### config.mk
export PLATFORM = sky130hd
export DESIGN_NAME = zero_merge_dec
export DESIGN_NICKNAME = d
export VERILOG_FILES = /design/src/rtl/ebpc_dec_pkg.sv /design/src/rtl/zmd_out_reg.sv /design/src/rtl/zero_merge_dec.sv
export SDC_FILE = /design/constraint.sdc
export NUM_CORES = 1
export LEC_CHECK = 0
export CORE_UTILIZATION = 47
export CTS_BUF_LIST = sky130_fd_sc_hd__clkbuf_16
export DETAILED_ROUTE_END_ITERATION = 16
export PLACE_DENSITY = 0.79
export SYNTH_ARGS = -nofsm -noshare
export SYNTH_HDL_FRONTEND = slang
export SYNTH_HIERARCHICAL = 1
export SYNTH_SLANG_ARGS = --single-unit
### constraint.sdc
create_clock -name clk_i -period 2.9 [get_ports clk_i]
set_clock_uncertainty 0.1 [all_clocks]
set_input_delay 0.58 -clock clk_i [delete_from_list [all_inputs] [get_ports clk_i]]
set_output_delay 0.58 -clock clk_i [all_outputs]
set_load 0.005 [all_outputs]
### src/rtl/ebpc_dec_pkg.sv
// rtl/ebpc_dec_pkg.sv - shared types and defaults for the EBPC decoder blocks
package ebpc_dec_pkg;

    localparam int ZMD_DATA_W     = 8;
    localparam int ZMD_BLOCK_SIZE = 8;

    typedef enum logic [1:0] {
        IDLE     = 2'd0,
        ACTIVE   = 2'd1,
        LAST_OUT = 2'd2
    } zmd_state_t;

endpackage

### src/rtl/zmd_out_reg.sv
// rtl/zmd_out_reg.sv - single-entry valid/ready register slice exposing can_acc
module zmd_out_reg #(
    parameter int W = 9
) (
    input  logic         clk_i,
    input  logic         rst_ni,
    input  logic [W-1:0] in_data,
    input  logic         in_vld,
    output logic         can_acc,
    output logic [W-1:0] out_data,
    output logic         out_vld,
    input  logic         out_rdy
);

    // The slice can load whenever it is empty or its word leaves this cycle
    assign can_acc = ~out_vld | out_rdy;

    // Capture a new word when allowed; data holds its value while invalid
    always_ff @(posedge clk_i or negedge rst_ni) begin
        if (!rst_ni) begin
            out_vld  <= 1'b0;
            out_data <= '0;
        end else if (can_acc) begin
            out_vld <= in_vld;
            if (in_vld) begin
                out_data <= in_data;
            end
        end
    end

endmodule

### src/rtl/zero_merge_dec.sv
// rtl/zero_merge_dec.sv - merges ZNZ flags and BPC values into a word stream (optional checker: ZERO_MERGE_DEC_CHECK_EN)
module zero_merge_dec
    import ebpc_dec_pkg::*;
#(
    parameter int DATA_W     = ZMD_DATA_W,
    parameter int BLOCK_SIZE = ZMD_BLOCK_SIZE
) (
    input  logic              clk_i,
    input  logic              rst_ni,
    input  logic              znz_i,
    input  logic              znz_vld_i,
    output logic              znz_rdy_o,
    input  logic [DATA_W-1:0] bpc_data_i,
    input  logic              bpc_last_i,
    input  logic              bpc_vld_i,
    output logic              bpc_rdy_o,
    output logic [DATA_W-1:0] data_o,
    output logic              last_o,
    output logic              vld_o,
    input  logic              rdy_i,
    output logic              blk_done_o,
    output logic              err_o
);

    localparam int CNT_W = $clog2(BLOCK_SIZE);
    localparam logic [CNT_W-1:0] CNT_LAST = CNT_W'(BLOCK_SIZE - 1);

    zmd_state_t        state_q, state_d;
    logic [CNT_W-1:0]  cnt_q, cnt_d;
    logic              can_acc;
    logic              take;
    logic              is_last_word;
    logic [DATA_W-1:0] word;
    logic [DATA_W:0]   slice_out;

    // While the last word of a block waits downstream, no new input enters
    assign znz_rdy_o    = (state_q != LAST_OUT) & can_acc & (~znz_i | bpc_vld_i);
    assign take         = znz_rdy_o & znz_vld_i;
    assign bpc_rdy_o    = take & znz_i;
    assign is_last_word = (cnt_q == CNT_LAST);
    assign word         = znz_i ? bpc_data_i : '0;
    assign blk_done_o   = (state_q == LAST_OUT) & vld_o & rdy_i;

    zmd_out_reg #(
        .W (DATA_W + 1)
    ) u_out_reg (
        .clk_i    (clk_i),
        .rst_ni   (rst_ni),
        .in_data  ({is_last_word, word}),
        .in_vld   (take),
        .can_acc  (can_acc),
        .out_data (slice_out),
        .out_vld  (vld_o),
        .out_rdy  (rdy_i)
    );

    assign last_o = slice_out[DATA_W];
    assign data_o = slice_out[DATA_W-1:0];

    // Block sequencing: count taken words, park in LAST_OUT until the last word leaves
    always_comb begin
        state_d = state_q;
        cnt_d   = cnt_q;
        case (state_q)
            IDLE, ACTIVE: begin
                if (take) begin
                    if (is_last_word) begin
                        state_d = LAST_OUT;
                        cnt_d   = '0;
                    end else begin
                        state_d = ACTIVE;
                        cnt_d   = cnt_q + CNT_W'(1);
                    end
                end
            end
            LAST_OUT: begin
                if (vld_o && rdy_i) begin
                    state_d = IDLE;
                end
            end
            default: begin
                state_d = IDLE;
                cnt_d   = '0;
            end
        endcase
    end

    // State and word counter registers
    always_ff @(posedge clk_i or negedge rst_ni) begin
        if (!rst_ni) begin
            state_q <= IDLE;
            cnt_q   <= '0;
        end else begin
            state_q <= state_d;
            cnt_q   <= cnt_d;
        end
    end

`ifdef ZERO_MERGE_DEC_CHECK_EN
    logic bpc_last_seen_q;
    logic nz_seen_q;
    logic err_q;
    logic err_early;
    logic err_overrun;

    // BPC ended before this block ran out of non-zero flags
    assign err_early   = take & znz_i & bpc_last_seen_q;
    // Block closes with non-zero words but BPC never signalled its end
    assign err_overrun = take & is_last_word & (nz_seen_q | znz_i)
                       & ~bpc_last_seen_q & ~(znz_i & bpc_last_i);

    // Per-block BPC bookkeeping plus the sticky error flag
    always_ff @(posedge clk_i or negedge rst_ni) begin
        if (!rst_ni) begin
            bpc_last_seen_q <= 1'b0;
            nz_seen_q       <= 1'b0;
            err_q           <= 1'b0;
        end else begin
            if (take) begin
                if (is_last_word) begin
                    bpc_last_seen_q <= 1'b0;
                    nz_seen_q       <= 1'b0;
                end else begin
                    bpc_last_seen_q <= bpc_last_seen_q | (znz_i & bpc_last_i);
                    nz_seen_q       <= nz_seen_q | znz_i;
                end
            end
            err_q <= err_q | err_early | err_overrun;
        end
    end

    assign err_o = err_q;
`else
    logic unused_bpc_last;
    assign unused_bpc_last = bpc_last_i;
    assign err_o           = 1'b0;
`endif

endmodule

## Word level (Yosys, flattened, before mapping)

Cells that the tools add are included.

| cells by class | value |
|---|---|
| $add $sub $neg | 1 |
| equality and inequality tests | 6 |
| multiplexer cells | 8 |
| bitwise gates (word level) | 11 |
| reductions and logical operators | 6 |

Operator list:

| cell | number |
|---|---|
| two-way mux 8 bit | 1 |
| AND 1 bit | 6 |
| two-way mux 2 bit | 3 |
| two-way mux 3 bit | 2 |
| one-hot mux 3 bit (2 select lines) | 1 |
| AND reduction 2 bit | 3 |
| != test 2 bit (second input constant) | 2 |
| one-hot mux 2 bit (2 select lines) | 1 |
| adder 3 x 1 -> 3 bit (second input constant) | 1 |
| equality test 3 bit (second input constant) | 1 |
| NOT 1 bit | 3 |
| equality test 2 x 1 -> 1 bit (second input constant) | 1 |
| equality test 2 bit (second input constant) | 1 |
| logical NOT 2 bit | 1 |
| != test 2 x 1 -> 1 bit (second input constant) | 1 |
| bitwise OR 1 bit | 2 |
| OR reduction 2 bit | 1 |
| logical AND 1 bit | 1 |

| word-level totals | value |
|---|---|
| register bits | 15 |
| input bits | 15 |

## Depth between registers and ports, before layout

| depth | value |
|---|---|
| word-level depth | 7 |
| gate-level depth with buffers | 5 |
| depth with buffers taken out | 5 |

## Hierarchy

Netlist, hierarchy kept.

Modules (own cells, without submodules):

| module | times used | cells each | area each (um^2) |
|---|---|---|---|
| zmd_out_reg | 1 | 22 | 425.4 |
| zero_merge_dec | 1 | 43 | 395.4 |

## Worst setup path before layout

No wires, ideal clock.

| path | value |
|---|---|
| kind | input -> output |
| from | in rdy_i |
| to | out bpc_rdy_o |
| arrival | 1,322 ps |
| required time | 2,220 ps |
| slack | 898 ps |
| cell stages on the path | 4 |
| path buffers | 0 |
| cells stage by stage | nand2b_4 > nand2_1 > nor3_4 > and2_1 |

| on the way | value |
|---|---|
| cells in the longest elaborated chain, start to end | 5 |

RTL lines:

| item | line | source |
|---|---|---|
| from (decl) | zero_merge_dec.sv:20 | `input logic rdy_i,` |
| bitwise OR 1 bit | zmd_out_reg.sv:16 | `assign can_acc = ~out_vld \| out_rdy;` |
| AND 1 bit (2 in series) | zero_merge_dec.sv:37 | `assign znz_rdy_o = (state_q != LAST_OUT) & can_acc & (~znz_i \| bpc_vld_i);` |
| AND 1 bit | zero_merge_dec.sv:38 | `assign take = znz_rdy_o & znz_vld_i;` |
| via take | zero_merge_dec.sv:31 | `logic take;` |
| AND 1 bit | zero_merge_dec.sv:39 | `assign bpc_rdy_o = take & znz_i;` |
| to (decl) | zero_merge_dec.sv:16 | `output logic bpc_rdy_o,` |

The timed path passes the listed nets, and every way through them passes these cells.

## Worst setup path after layout

| path | value |
|---|---|
| from | in rdy_i |
| to | out bpc_rdy_o |

| on the way | value |
|---|---|
| cells in the longest elaborated chain, start to end | 5 |

RTL lines:

| item | line | source |
|---|---|---|
| bitwise OR 1 bit | zmd_out_reg.sv:16 |  |
| via can_acc | zero_merge_dec.sv:30 | `logic can_acc;` |
| AND 1 bit (2 in series) | zero_merge_dec.sv:37 |  |
| AND 1 bit | zero_merge_dec.sv:38 |  |
| via take | zero_merge_dec.sv:31 |  |
| AND 1 bit | zero_merge_dec.sv:39 |  |

The timed path passes the listed nets, and every way through them passes these cells.

==> metrics.yaml <==
yosys:
  synthesis.nets: 82
  yosys_warnings: 6
  synth-seq-cells: 15
  synth_cell_types: 24
  synth_cells: 65
  yosysTopAreaCell: "dfrtp_1"
  yosys.area.top_type_share_pct: 45.73
  synth.avg_cell_area_um2: 12.63
  synthTopCellsByArea: "dfrtp_1, mux2_4, and2_1"
  synth.yosys.seq_area_share_pct: 45.73
  syn_area_um2: 820.8
power:
  power_density_nw_per_um2: 672.8
  p_total_mw: 0.8039
  p_leak_nw: 0.5440
  vdd_drop_max_mv: 0.4717
timing:
  hold_slack_ns: 0.4095
  rsz0062_at_grt: "false"
  period_share_pct: 94.28
  setup_violations: 0
  period_minus_slack_ns: 2.734
  hold_viol_final: 0
  maxSlewViolCount: 0
  timing.fmax_mhz: 365.7
  slew_headroom_pct: 54.69
  fin_tns_setup_ns: 0
  worstMarginPinSlew_ns: 0.6776
cts:
  cts_buffers: 3
  clkTransAtPathRegs_ns: 0.05
  cts_buffer_depth: 2
  cts_resized: 0
  htree_num_levels: 1
  clock_latency_ns: 0.25
  tritoncts: "yes"
  holdBufCountCts: 0
  clock-sinks: 15
  postCtsSetupBuffers: 0
  cts-root-buf: "clkbuf_16"
floorplanning:
  rows: 14
  ios: 29
  coreArea_um2: 1577
  start_util_pct: 52.06
  die_h_um: 43.79
  die_area_um2: 1918
  chipWidth_um: 43.79
place:
  port_buffers: 26
  gp_congestion: 0.7364
  dp_hpwl_mm: 1.185
critical_path:
  critical_path.cell_chain: "clkdlybuf4s50_1, nand2b_4, nand2_2, nor3_4, and2_1, clkdlybuf4s50_1"
  max_stage_delay_ns: 0.50
  startpoint_type: "primary input"
  r2r_start: "state_q[1]$_DFFE_PN0P_"
  cp_top_family: "buffers and inverters"
  worst_ep_required_time_ns: 2.22
  path_class: "primary input to output port"
  worst_r2r_path_depth: 5
  crit_path_max_fanout: 4
  r2r_end: "u_out_reg/out_data[4]$_DFFE_PN0P_"
  cp.depth: 6
  ff2ff_setup_slack_ns: 1.32
  slowest_stage: "clkdlybuf4s50_1"
  crit_arrival_ns: 2.05
  critPathBufInv: 2
  end_kind: "output port"
  crit_top_cell: "clkdlybuf4s50_1"
worst_hold_path:
  min_delay_path_depth: 1
  hold_class: "flip-flop to flip-flop"
  whs_endpoint: "u_out_reg/out_data[2]$_DFFE_PN0P_"
  holdCritStartpoint: "u_out_reg/out_data[2]$_DFFE_PN0P_"
global_routing:
  gr-total-overflow: 0
  grt_pass1_wl_mm: 2.773
  antenna_found_initial: 0
  grt_usage_pct: 20.84
  grt_max_degree: 16
  grt_pass1_vias: 606
outcome:
  violations: "DRC"
  status: "finished, violations left"
detailed_routing:
  drtAntennaViolNets: 0
  dr.pass1.iters: 10
  drc_errors: 3
  wl_per_cell_um: 15.26
  viasPerCell: 5.464
  routed_wl_mm: 1.709
  drtIter0Drc: 12
  num_vias: 612
finish:
  drive_above_1_share_pct: 22.92
  final_nets: 114
  fill_cells: 107
  antenna_cells: 0
  regArea_um2: 375.4
  multiInputGateArea_um2: 432.9
  final_common_cell: "clkdlybuf4s50_1"
  final_cell_mix: "clkdlybuf4s50_1, dfrtp_1, and2_1, mux2_4"
  syn_to_final_growth_pct: 45.58
job:
  maxCapViolCount: 0
## state kept, by name (all words and copies together) (netlist names)
register	flops
cnt_q	3
u_out_reg/out_data	9
u_out_reg/out_vld	1
state_q	2
## area by class of cell
class / instances / share of cell area (%)
clock buffer: 3 / 6.283
multi-input combinational: 47 / 36.23
tap: 16 / 1.675
clock inverter: 1 / 0.4188
inverter: 1 / 0.3141
timing repair buffer: 29 / 23.66
sequential: 15 / 31.41
## worst reg2reg max path, delay by kind of cell (launching register included)
| family | cells | cell delay [ns] |
|---|---|---|
| simple gates | 3 | 0.46 |
| flops | 1 | 0.41 |
| mux | 1 | 0.32 |
| buf+inv | 1 | 0.18 |
## logic make-up after synthesis
group,Yosys count,synth area share (%)
fa+ha+maj,2,3.048
simple gates,28,25.30
flops,15,45.73
compound gates,7,7.165
mux,9,16.46
buf+inv,3,1.829
other cells,1,0.4569
## where the power goes
part           internal [mW]  switching, mW  total (mW)
registers              0.260         0.0437       0.304
clock network          0.184         0.0860       0.270
logic                  0.148         0.0820       0.230
## worst max-delay path by stage
stage	start	end	slack, ns
final	rdy_i	bpc_rdy_o	0.17
after CTS	rdy_i	bpc_rdy_o	0.09
after global routing	rdy_i	bpc_rdy_o	0.05
after global placement	rdy_i	bpc_rdy_o	0.13
after floorplan	rdy_i	bpc_rdy_o	0.90
after detailed placement	rdy_i	bpc_rdy_o	0.10
## synthesized netlist by cell type, drive strengths merged
cell and n:
o211a 1, mux2 9, nand3 2, inv 1
nand2b 3, buf 1, a32o 1, o211ai 2
ha 2, a211oi 1, nand2 5, nor2b 2
dfrtp 15, and2 10, nor3b 1, a221o 1
clkbuf 1, a31oi 1, nor3 3, nand4 2
conb 1
## layer usage
| layer | track usage, % | part of all wire (%) | vias to the layer above |
|---|---|---|---|
| li1 | - | - | 293 |
| met1 | 24.73 | 44 | 288 |
| met4 | 7.500 | 1.3 | 0 |
| met3 | 7.083 | 6.8 | 4 |
| met2 | 34.93 | 48 | 27 |
| met5 | 0 | 0 | - |
## stage by stage
stage | cell area (um2) | cells | utilization, % | setup WS (ns)
2_1_floorplan | 820.8 | 65 | - | 0.8984
5_1_grt | 1195 | 112 | 75.79 | 0.04723
4_1_cts | 1192 | 112 | 75.63 | 0.09338
3_3_place_gp | 1112 | 108 | 70.56 | 0.1317
3_5_place_dp | 1112 | 108 | 70.56 | 0.1013
6_report | 1195 | 112 | 75.79 | 0.1657
Power figures use the tool's default switching activity.
